File: src/rtl/handshake_pkg.sv
// Shared types for the four-phase req/ack writer stage.
package handshake_pkg;

    localparam int DEFAULT_DATA_W = 8;

    typedef enum logic [1:0] {
        W_IDLE = 2'd0,
        W_REQ  = 2'd1,
        W_REL  = 2'd2
    } wr_state_e;

endpackage

File: src/rtl/handshake_writer_if.sv
// Producer-side valid/ready bus plus the four-phase req/a/ack link to the reader.
interface handshake_writer_if #(
    parameter int DATA_W = handshake_pkg::DEFAULT_DATA_W
);

    logic [DATA_W-1:0] din;
    logic              din_valid;
    logic              din_ready;
    logic              req;
    logic [DATA_W-1:0] a;
    logic              ack;

    modport master (
        input  din, din_valid, ack,
        output din_ready, req, a
    );

    modport slave (
        output din, din_valid, ack,
        input  din_ready, req, a
    );

endinterface

File: src/rtl/handshake_fifo.sv
// Small circular FIFO; full/empty derive from the occupancy counter, pointers wrap naturally.
module handshake_fifo #(
    parameter int DATA_W = 8,
    parameter int DEPTH  = 4
) (
    input  logic                       clk,
    input  logic                       rst_n,
    input  logic                       push,
    input  logic                       pop,
    input  logic [DATA_W-1:0]          push_data,
    output logic                       full,
    output logic                       empty,
    output logic [$clog2(DEPTH+1)-1:0] count,
    output logic [DATA_W-1:0]          head
);

    localparam int PTR_W = $clog2(DEPTH);
    localparam int CNT_W = $clog2(DEPTH + 1);

    logic [DATA_W-1:0] mem_q [DEPTH];
    logic [PTR_W-1:0]  wr_ptr_q, wr_ptr_d;
    logic [PTR_W-1:0]  rd_ptr_q, rd_ptr_d;
    logic [CNT_W-1:0]  count_q, count_d;

    always_comb begin
        wr_ptr_d = wr_ptr_q;
        rd_ptr_d = rd_ptr_q;
        count_d  = count_q;
        if (push) wr_ptr_d = wr_ptr_q + PTR_W'(1);
        if (pop)  rd_ptr_d = rd_ptr_q + PTR_W'(1);
        if (push && !pop)      count_d = count_q + CNT_W'(1);
        else if (!push && pop) count_d = count_q - CNT_W'(1);
    end

    always_ff @(posedge clk or negedge rst_n) begin
        if (!rst_n) begin
            wr_ptr_q <= '0;
            rd_ptr_q <= '0;
            count_q  <= '0;
        end else begin
            wr_ptr_q <= wr_ptr_d;
            rd_ptr_q <= rd_ptr_d;
            count_q  <= count_d;
        end
    end

    // Storage carries no reset; only entries between the pointers are ever read.
    always_ff @(posedge clk) begin
        if (push) mem_q[wr_ptr_q] <= push_data;
    end

    assign full  = (count_q == CNT_W'(DEPTH));
    assign empty = (count_q == '0);
    assign count = count_q;
    assign head  = mem_q[rd_ptr_q];

endmodule

File: src/rtl/handshake_writer.sv
// Four-phase writer: buffers producer bytes and sends each one as a full req/ack
// transaction, holding a stable from load until the next load.
module handshake_writer
    import handshake_pkg::*;
#(
    parameter int DATA_W = DEFAULT_DATA_W,
    parameter int DEPTH  = 4
) (
    input  logic                       clk,
    input  logic                       reset,
    handshake_writer_if.master         bus,
    output logic [$clog2(DEPTH+1)-1:0] count,
    output logic [15:0]                sent
);

    wr_state_e         state_q, state_d;
    logic              ack_meta_q, ack_s_q;
    logic              req_q, req_d;
    logic [DATA_W-1:0] a_q, a_d;
    logic [DATA_W-1:0] head;
    logic [15:0]       sent_q, sent_d;
    logic              push, pop, full, empty;

    assign push = bus.din_valid && !full;

    handshake_fifo #(
        .DATA_W (DATA_W),
        .DEPTH  (DEPTH)
    ) u_fifo (
        .clk       (clk),
        .rst_n     (reset),
        .push      (push),
        .pop       (pop),
        .push_data (bus.din),
        .full      (full),
        .empty     (empty),
        .count     (count),
        .head      (head)
    );

    always_ff @(posedge clk or negedge reset) begin
        if (!reset) begin
            state_q    <= W_IDLE;
            ack_meta_q <= 1'b0;
            ack_s_q    <= 1'b0;
            req_q      <= 1'b0;
            a_q        <= '0;
            sent_q     <= '0;
        end else begin
            state_q    <= state_d;
            ack_meta_q <= bus.ack;
            ack_s_q    <= ack_meta_q;
            req_q      <= req_d;
            a_q        <= a_d;
            sent_q     <= sent_d;
        end
    end

    // A high ack_s in W_IDLE holds off the load, so no transaction starts against a stale ack.
    always_comb begin
        state_d = state_q;
        case (state_q)
            W_IDLE:  if (!empty && !ack_s_q) state_d = W_REQ;
            W_REQ:   if (ack_s_q)            state_d = W_REL;
            W_REL:   if (!ack_s_q)           state_d = W_IDLE;
            default:                         state_d = W_IDLE;
        endcase
    end

    always_comb begin
        pop    = (state_q == W_IDLE) && (state_d == W_REQ);
        req_d  = (state_d == W_REQ);
        a_d    = pop ? head : a_q;
        sent_d = ((state_q == W_REL) && (state_d == W_IDLE)) ? sent_q + 16'd1 : sent_q;
    end

    assign bus.din_ready = !full;
    assign bus.req       = req_q;
    assign bus.a         = a_q;
    assign sent          = sent_q;

endmodule

File: src/flat_wrapper.sv
// flat-port wrapper written by rule: the top's interface ports become plain ports
module handshake_writer_flat import handshake_pkg::*;
#(
    parameter int DATA_W = DEFAULT_DATA_W,
    parameter int DEPTH  = 4
)
  (clk, reset, count, sent, bus_din, bus_din_valid, bus_ack, bus_din_ready, bus_req, bus_a);
  handshake_writer_if #(.DATA_W(DATA_W)) bus_i ();
  input  logic clk;
  input  logic reset;
  output logic [$clog2(DEPTH+1)-1:0] count;
  output logic [15:0] sent;
  input wire logic [$bits(bus_i.din)-1:0] bus_din;
  input wire logic [$bits(bus_i.din_valid)-1:0] bus_din_valid;
  input wire logic [$bits(bus_i.ack)-1:0] bus_ack;
  output wire logic [$bits(bus_i.din_ready)-1:0] bus_din_ready;
  output wire logic [$bits(bus_i.req)-1:0] bus_req;
  output wire logic [$bits(bus_i.a)-1:0] bus_a;
  assign bus_i.din = bus_din;
  assign bus_i.din_valid = bus_din_valid;
  assign bus_i.ack = bus_ack;
  assign bus_din_ready = bus_i.din_ready;
  assign bus_req = bus_i.req;
  assign bus_a = bus_i.a;
  handshake_writer #(.DATA_W(DATA_W), .DEPTH(DEPTH)) u_core (.clk(clk), .reset(reset), .bus(bus_i), .count(count), .sent(sent));
endmodule
File: config.mk
export PLATFORM = sky130hd
export DESIGN_NAME = handshake_writer_flat
export DESIGN_NICKNAME = d
export VERILOG_FILES = /design/src/rtl/handshake_pkg.sv /design/src/rtl/handshake_writer_if.sv /design/src/rtl/handshake_fifo.sv /design/src/rtl/handshake_writer.sv /design/src/flat_wrapper.sv
export SDC_FILE = /design/constraint.sdc
export NUM_CORES = 1
export LEC_CHECK = 0
export BUFFER_PORTS_ARGS = -buffer_cell sky130_fd_sc_hd__buf_2
export CORE_ASPECT_RATIO = 0.6
export CORE_MARGIN = 2
export CORE_UTILIZATION = 50
export CTS_CLUSTER_DIAMETER = 40
export DETAILED_ROUTE_END_ITERATION = 16
export PLACE_DENSITY = 0.74
export SLEW_MARGIN = 15
export SYNTH_ARGS = -nofsm -noshare
export SYNTH_HDL_FRONTEND = slang
export SYNTH_HIERARCHICAL = 1
export SYNTH_SLANG_ARGS = --single-unit
File: constraint.sdc
create_clock -name clk -period 2.2 [get_ports clk]
set_input_delay 0.22 -clock clk [delete_from_list [all_inputs] [get_ports clk]]
set_output_delay 0.22 -clock clk [all_outputs]
set_load 0.01 [all_outputs]
# Yosys cells after proc, flatten, opt, wreduce, memory -nomap -nowiden
# Memory sizes are Yosys's and may differ from the RTL's. A register that Yosys moved wholly into a read port is not among the register bits.
# Cells that the tools add are included.
totals:
  regBits: 28
  mem_bits_rw: 32
  output_inout_bits: 29
  mem_count: 1
memory_table:
  columns: ["name", "words", "word_bits", "read_ports", "rd_clocked_by_memory_dff", "wr", "line", "text"]
  rows:
  - ["u_core.u_fifo.mem_q", 4, 8, 1, 1, 1, "handshake_fifo.sv:20", "logic [DATA_W-1:0] mem_q [DEPTH];"]
classes:
  n_addsub: 5
  n_eq_ne: 4
  mux: 8
  n_reduce_logical: 16
ops:
  columns: ["op", "count"]
  rows:
  - ["adder 16 x 1 -> 16 bit, second input constant", 1]
  - ["logical AND 1 bit", 6]
  - ["zero test 1 bit", 6]
  - ["2-to-1 mux 2 bit", 3]
  - ["2-to-1 mux 3 bit", 2]
  - ["case mux 2 bit (3 select lines)", 1]
  - ["adder 2 x 1 -> 2 bit, second input constant", 2]
  - ["equality test 2 x 1 -> 1 bit, second input constant", 2]
  - ["zero test 2 bit", 2]
  - ["adder 3 x 1 -> 3 bit, second input constant", 1]
  - ["equality test 3 bit, second input constant", 1]
  - ["zero test 3 bit", 1]
  - ["subtractor 3 x 1 -> 3 bit, second input constant", 1]
  - ["equality test 2 bit, second input constant", 1]
  - ["2-to-1 mux 1 bit", 2]
  - ["nonzero test 2 bit", 1]

# Depth between registers and ports, before layout
depth:
  ltp_word: 10
  depth_mapped: 9
  mapped_depth_nobuf: 9

# Modules after synthesis
# Netlist, hierarchy kept.
by_module_without_submodules:
  columns: ["module", "instances", "cells_per_inst", "area_each_um2", "seq_area_each_um2"]
  rows:
  - ["handshake_fifo", 1, 76, 1547.7, 1136.1]
  - ["handshake_writer", 1, 87, 1214.9, 725.7]

# Least setup slack after synthesis
# Ideal clock, no wire load.
synth_path:
  path_type: "register to register"
  from: "reg u_core.u_fifo.count_q[0] (netlist: u_core/u_fifo/count[0])"
  to: "reg u_core.u_fifo.count_q[1] (netlist: u_core/u_fifo/count[1])"
  setup_time_ns: 0.125
  arrival_ns: 2.038
  t_required_ns: 2.075
  setup_slack_ns: 0.037
  stages_incl_launch_ff: 8
  path_buffers: 0
  synth_period_minus_slack_ns: 2.163
  path_cell_list: "dfrtp_1 -> nor3_1 -> nor4_4 -> inv_1 -> ha_1 -> inv_1 -> fa_1 -> mux2_2"
synth_between:
  elab_chain_len: 10
synth_rtl:
  columns: ["element", "line", "text"]
  rows:
  - ["start, declared", "handshake_fifo.sv:23", "logic [CNT_W-1:0] count_q, count_d;"]
  - ["start signal, assigned", "handshake_fifo.sv:43", "count_q <= count_d;"]
  - ["zero test 3 bit", "handshake_fifo.sv:53", "assign empty = (count_q == '0);"]
  - ["net u_core.empty", "handshake_writer.sv:22", "logic push, pop, full, empty;"]
  - ["zero test 1 bit", "handshake_writer.sv:63", "W_IDLE: if (!empty && !ack_s_q) state_d = W_REQ;"]
  - ["logical AND 1 bit", "handshake_writer.sv:63", null]
  - ["2-to-1 mux 2 bit", "handshake_writer.sv:63", null]
  - ["case mux 2 bit (3 select lines)", "handshake_writer.sv:62", "case (state_q)"]
  - ["equality test 2 x 1 -> 1 bit", "handshake_writer.sv:71", "pop = (state_q == W_IDLE) && (state_d == W_REQ);"]
  - ["logical AND 1 bit", "handshake_writer.sv:71", null]
  - ["net u_core.pop", "handshake_writer.sv:22", null]
  - ["zero test 1 bit", "handshake_fifo.sv:31", "if (push && !pop) count_d = count_q + CNT_W'(1);"]
  - ["logical AND 1 bit", "handshake_fifo.sv:31", null]
  - ["2-to-1 mux 3 bit", "handshake_fifo.sv:31", null]
  - ["net u_core.u_fifo.count_d[1]", "handshake_fifo.sv:23", null]
# The timed path passes the listed nets, and every way through them passes these cells. The select of a mux whose other input is x is not followed.
# A chain may end at the register's enable or synchronous reset.

# Worst setup path in the final report
layout_path:
  from: "reg u_core.u_fifo.count_q[0] (netlist: u_core/u_fifo/count[0])"
  to: "reg u_core.u_fifo.count_q[2] (netlist: u_core/u_fifo/count[2])"
layout_between:
  elab_chain_len: 10
layout_rtl:
  columns: ["element", "line"]
  rows:
  - ["zero test 3 bit (*)", "handshake_fifo.sv:53"]
  - ["net u_core.empty", "handshake_writer.sv:22"]
  - ["zero test 1 bit (*)", "handshake_writer.sv:63"]
  - ["logical AND 1 bit (*)", "handshake_writer.sv:63"]
  - ["2-to-1 mux 2 bit (*)", "handshake_writer.sv:63"]
  - ["case mux 2 bit (3 select lines) (*)", "handshake_writer.sv:62"]
  - ["equality test 2 x 1 -> 1 bit (*)", "handshake_writer.sv:71"]
  - ["logical AND 1 bit (*)", "handshake_writer.sv:71"]
  - ["net u_core.pop", "handshake_writer.sv:22"]
  - ["zero test 1 bit", "handshake_fifo.sv:31"]
  - ["logical AND 1 bit", "handshake_fifo.sv:31"]
  - ["2-to-1 mux 3 bit or nonzero test 2 bit (tied branches)", null]
# Mark *: on every way through the listed nets, which the timed path passes. The rest lies on a longest branch. The select of a mux whose other input is x is not followed.

==> impl_results.md <==
- Count of unique library cells instantiated by Yosys: 28
- Die span in y: 61.58 microns
- Total design power: 4028 uW
- Port bufs: 40
- Total Die Area: 6155 sq um
- Final design area excluding fillers: 3283 sq um
- Cell accounting for the most synthesized area: edfxtp_1
- Register-to-Register Path Depth: 10
- Arrival time worst endpoint: 2.27 ns
- Min-Delay Path Depth: 1
- Placed wire-length estimate: 3499 microns
- Kind of capture point of the worst setup path: flip-flop
- Required time of the critical path: 2.45 ns
- Number of sinks handled by clock tree synthesis: 68
- P per Cell Area: 1227 nW/um^2
- Post-route clock period utilization: 0.9149
- Worst Hold Launch: bus_din[7]
- Die X: 99.96 microns
- Count of endpoints failing hold in the final timing report: 0
- Library cell used as clock root buffer: clkbuf_8
- Worst Tran Pin Value: 0.8347 ns
- Path class of the lowest-slack min-delay path: input pin to flip-flop
- Sum Neg Setup Slack: 0 ns
- Core footprint: 5180 sq um
- Post-DR wirelength/cell: 16.96 microns
- Cell area after synthesis: 2763 sq um
- Crit path kind: flip-flop to flip-flop
- Total global routing overflow: 0
- Post-synthesis simple-gate area fraction: 0.09330
- Buffers from clock root to sink, at most: 2
- Most used flip-flop cell after synthesis: dfrtp_1
- Cell Rows: 20
- Element type at the critical path start: flip-flop
- H-tree Lvls: 3
- Worst-case headroom to the max-slew limit: 0.4436
- Number of nets still failing antenna checks after routing: 0
- Max stage delay cell, worst path: dfrtp_2
- Arithmetic-cell share of the synthesized area counting full adders, half adders and majority gates: 0.03442
- Run status: completed
- First-pass GRT wire length: 7838 microns
- Clock transition at the registers of the reported paths: 0.07 ns
- Avg Synthesized Cell Area: 16.95 sq um
- Max Clk Rate: 496.8 MHz
- Cell types with the largest area share after synthesis: edfxtp_1, dfrtp_1, mux4_2
- Boundary pin count: 41
- Post-DP Area: 3067 sq um
- EDFF count, synth: 32
- Vias in the first global route: 1569
- Clock buffers created by TritonCTS: 9
- Count of endpoints failing setup in the final report: 0
- Leakage power summed over all cells: 0.001408 uW
- Synthesized-area fraction occupied by ao, oa, aoi and oai cells: 0.007246
- Number of slew-limit violations in the final report: 0
- Longest individual stage delay on the worst path: 0.43 ns
- Share of the yosys chip area belonging to registers: 0.6739
- Clock insertion delay at the later pin of the skew report: 0.34 ns
- Mux cell area share after synthesis: 0.1060
- Post-synthesis xor/xnor area fraction: 0.06975
- Post-synth top area share: 0.3478
- Maximum Capacitance Violations: 0
- N_diodes: 0
- CTS tree: built
- GRT Resource Usage Total: 0.1819
- Total vias in the final route: 1507
- Post-Synthesis Cells: 163
- Origin of the worst setup path: u_core/u_fifo/count[0]$_DFFE_PN0P_
- Most repeated cell in the gate-level netlist after synthesis: dfrtp_1
- Share of cells above drive strength 1: 0.3778
- Combinational family with the most area after synthesis: multiplexers
- Initial DRT Pass Iterations: 4
- Max rail drop VDD: 588.8 uV
- Setup repair after global routing missed its margin: no
- Shortest clock period the worst path allows after layout: 2.013 ns
- Total number of yosys warnings: 6
- Post-Route Skew: 0.006050 ns
- Ordered list of cells on the worst path: nor3_2, buf_4, nor4_4, inv_1, ha_1, inv_1, fa_1, xor2_1, nor2_1, xor2_1
- Flip-flop and latch count after synthesis: 68
- Final wirelength: 4935 microns
- CP max FO: 4
- Async SR Flop Fraction: 0.5294
- Initial antenna violation count: 0
- Routability congestion estimate: 0.8134
- DRC violation total after the first TritonRoute iteration: 65
- List of most frequent post-synthesis cells: dfrtp_1, edfxtp_1, xor2_1
- Synthesis-to-layout area growth: 18.84%
- Syn_nets: 182
- Initial core utilization: 0.5333
- Vias per cell: 5.179
- # nets final: 239
- Maximum number of pins on one net before global-route repair: 37
- # DRC: 0
- Critical R2R Launch: u_core/u_fifo/count[0]$_DFFE_PN0P_
==> worst paths after layout <==
check	to	slack (ns)
max in group asynchronous	u_core/u_fifo/count[0]$_DFFE_PN0P_	1.09
worst max register to register	u_core/u_fifo/count[2]$_DFFE_PN0P_	0.19
worst min register to register	u_core/ack_s_q$_DFF_PN0_	0.35
worst min-delay path	u_core/u_fifo/mem_q[0][7]$_DFFE_PP_	0.1
worst max-delay path	u_core/u_fifo/count[2]$_DFFE_PN0P_	0.19
min in group asynchronous	u_core/bus.a[5]$_DFFE_PN0P_	0.52
==> repair_timing <==
item / CTS / global route
hold endpoints to repair: 9 / 0
gates resized for setup: 0 / 2
endpoints found under the setup margin: 0 / 1
hold buffers: 2 / 0
buffers inserted: 0 / 1
==> report_power, final <==
| part | leakage, uW | switching (uW) | internal, uW |
|---|---|---|---|
| combinational | 0.000570 | 544 | 601 |
| clock | 0.0000911 | 438 | 511 |
| sequential | 0.000747 | 266 | 1670 |
| total | 0.00141 | 1250 | 2780 |
==> critical path: cells and delay by family, from the launching register on <==
| kind | cells | cell delay [ns] |
|---|---|---|
| XOR/XNOR | 2 | 0.35 |
| adder cells (fa/ha/maj) | 2 | 0.54 |
| buffers and inverters | 3 | 0.27 |
| flip-flops | 1 | 0.43 |
| AND/OR/NAND/NOR | 3 | 0.33 |
==> area by class of cell <==
class | count | area [sq um]
Fill cell | 378 | 1897
Sequential cell | 68 | 1863
Multi-Input combinational cell | 86 | 863.3
Timing Repair Buffer | 48 | 265.3
Clock buffer | 10 | 127.6
Tap cell | 66 | 82.58
Clock inverter | 6 | 55.05
Inverter | 7 | 26.28
==> per-layer routing <==
metal	track usage	part of all wire	vias to the layer above
met4	0.06067	0.0081	0
met3	0.07946	0.049	5
met2	0.2828	0.47	27
met1	0.2361	0.47	768
li1	-	-	707
met5	0	0	-
==> flip-flops by register name, summed over array words and instances (netlist names) <==
register,flops
u_core/bus.req,1
u_core/u_fifo/mem_q,32
u_core/bus.a,8
u_core/ack_s_q,1
u_core/sent,16
u_core/ack_meta_q,1
u_core/u_fifo/count,3
u_core/u_fifo/wr_ptr_q,2
u_core/u_fifo/rd_ptr_q,2
u_core/state_q,2
==> metrics by stage <==
step	setup WS (ns)	util	hold slack (ns)	instances
6_report	0.1871	0.6338	0.09535	291
5_1_grt	0.02862	0.6338	0.07772	291
4_1_cts	0.1146	0.6312	0.07849	290
3_5_place_dp	0.1651	0.5920	0.3293	272
3_3_place_gp	0.2198	0.5920	0.3296	272
2_1_floorplan	0.03719	-	-0.07559	163
==> cells by family (layout without fill, tap and decap cells) <==
group,after synthesis,count (layout)
flops,68,68
simple gates,36,36
xor+xnor,22,22
mux,18,18
buf+inv,9,71
fa+ha+maj,7,7
compound gates,3,3
==> placed cells by master, fill, tap and decap left out, drive strengths merged, types with 7 or more instances in the layout <==
cell	instances
mux4	8
nand2	7
xor2	12
buf	46
mux2	10
xnor2	10
edfxtp	32
clkbuf	10
inv	7
dfrtp	36
Note: power is estimated with default switching activity, not from simulation.
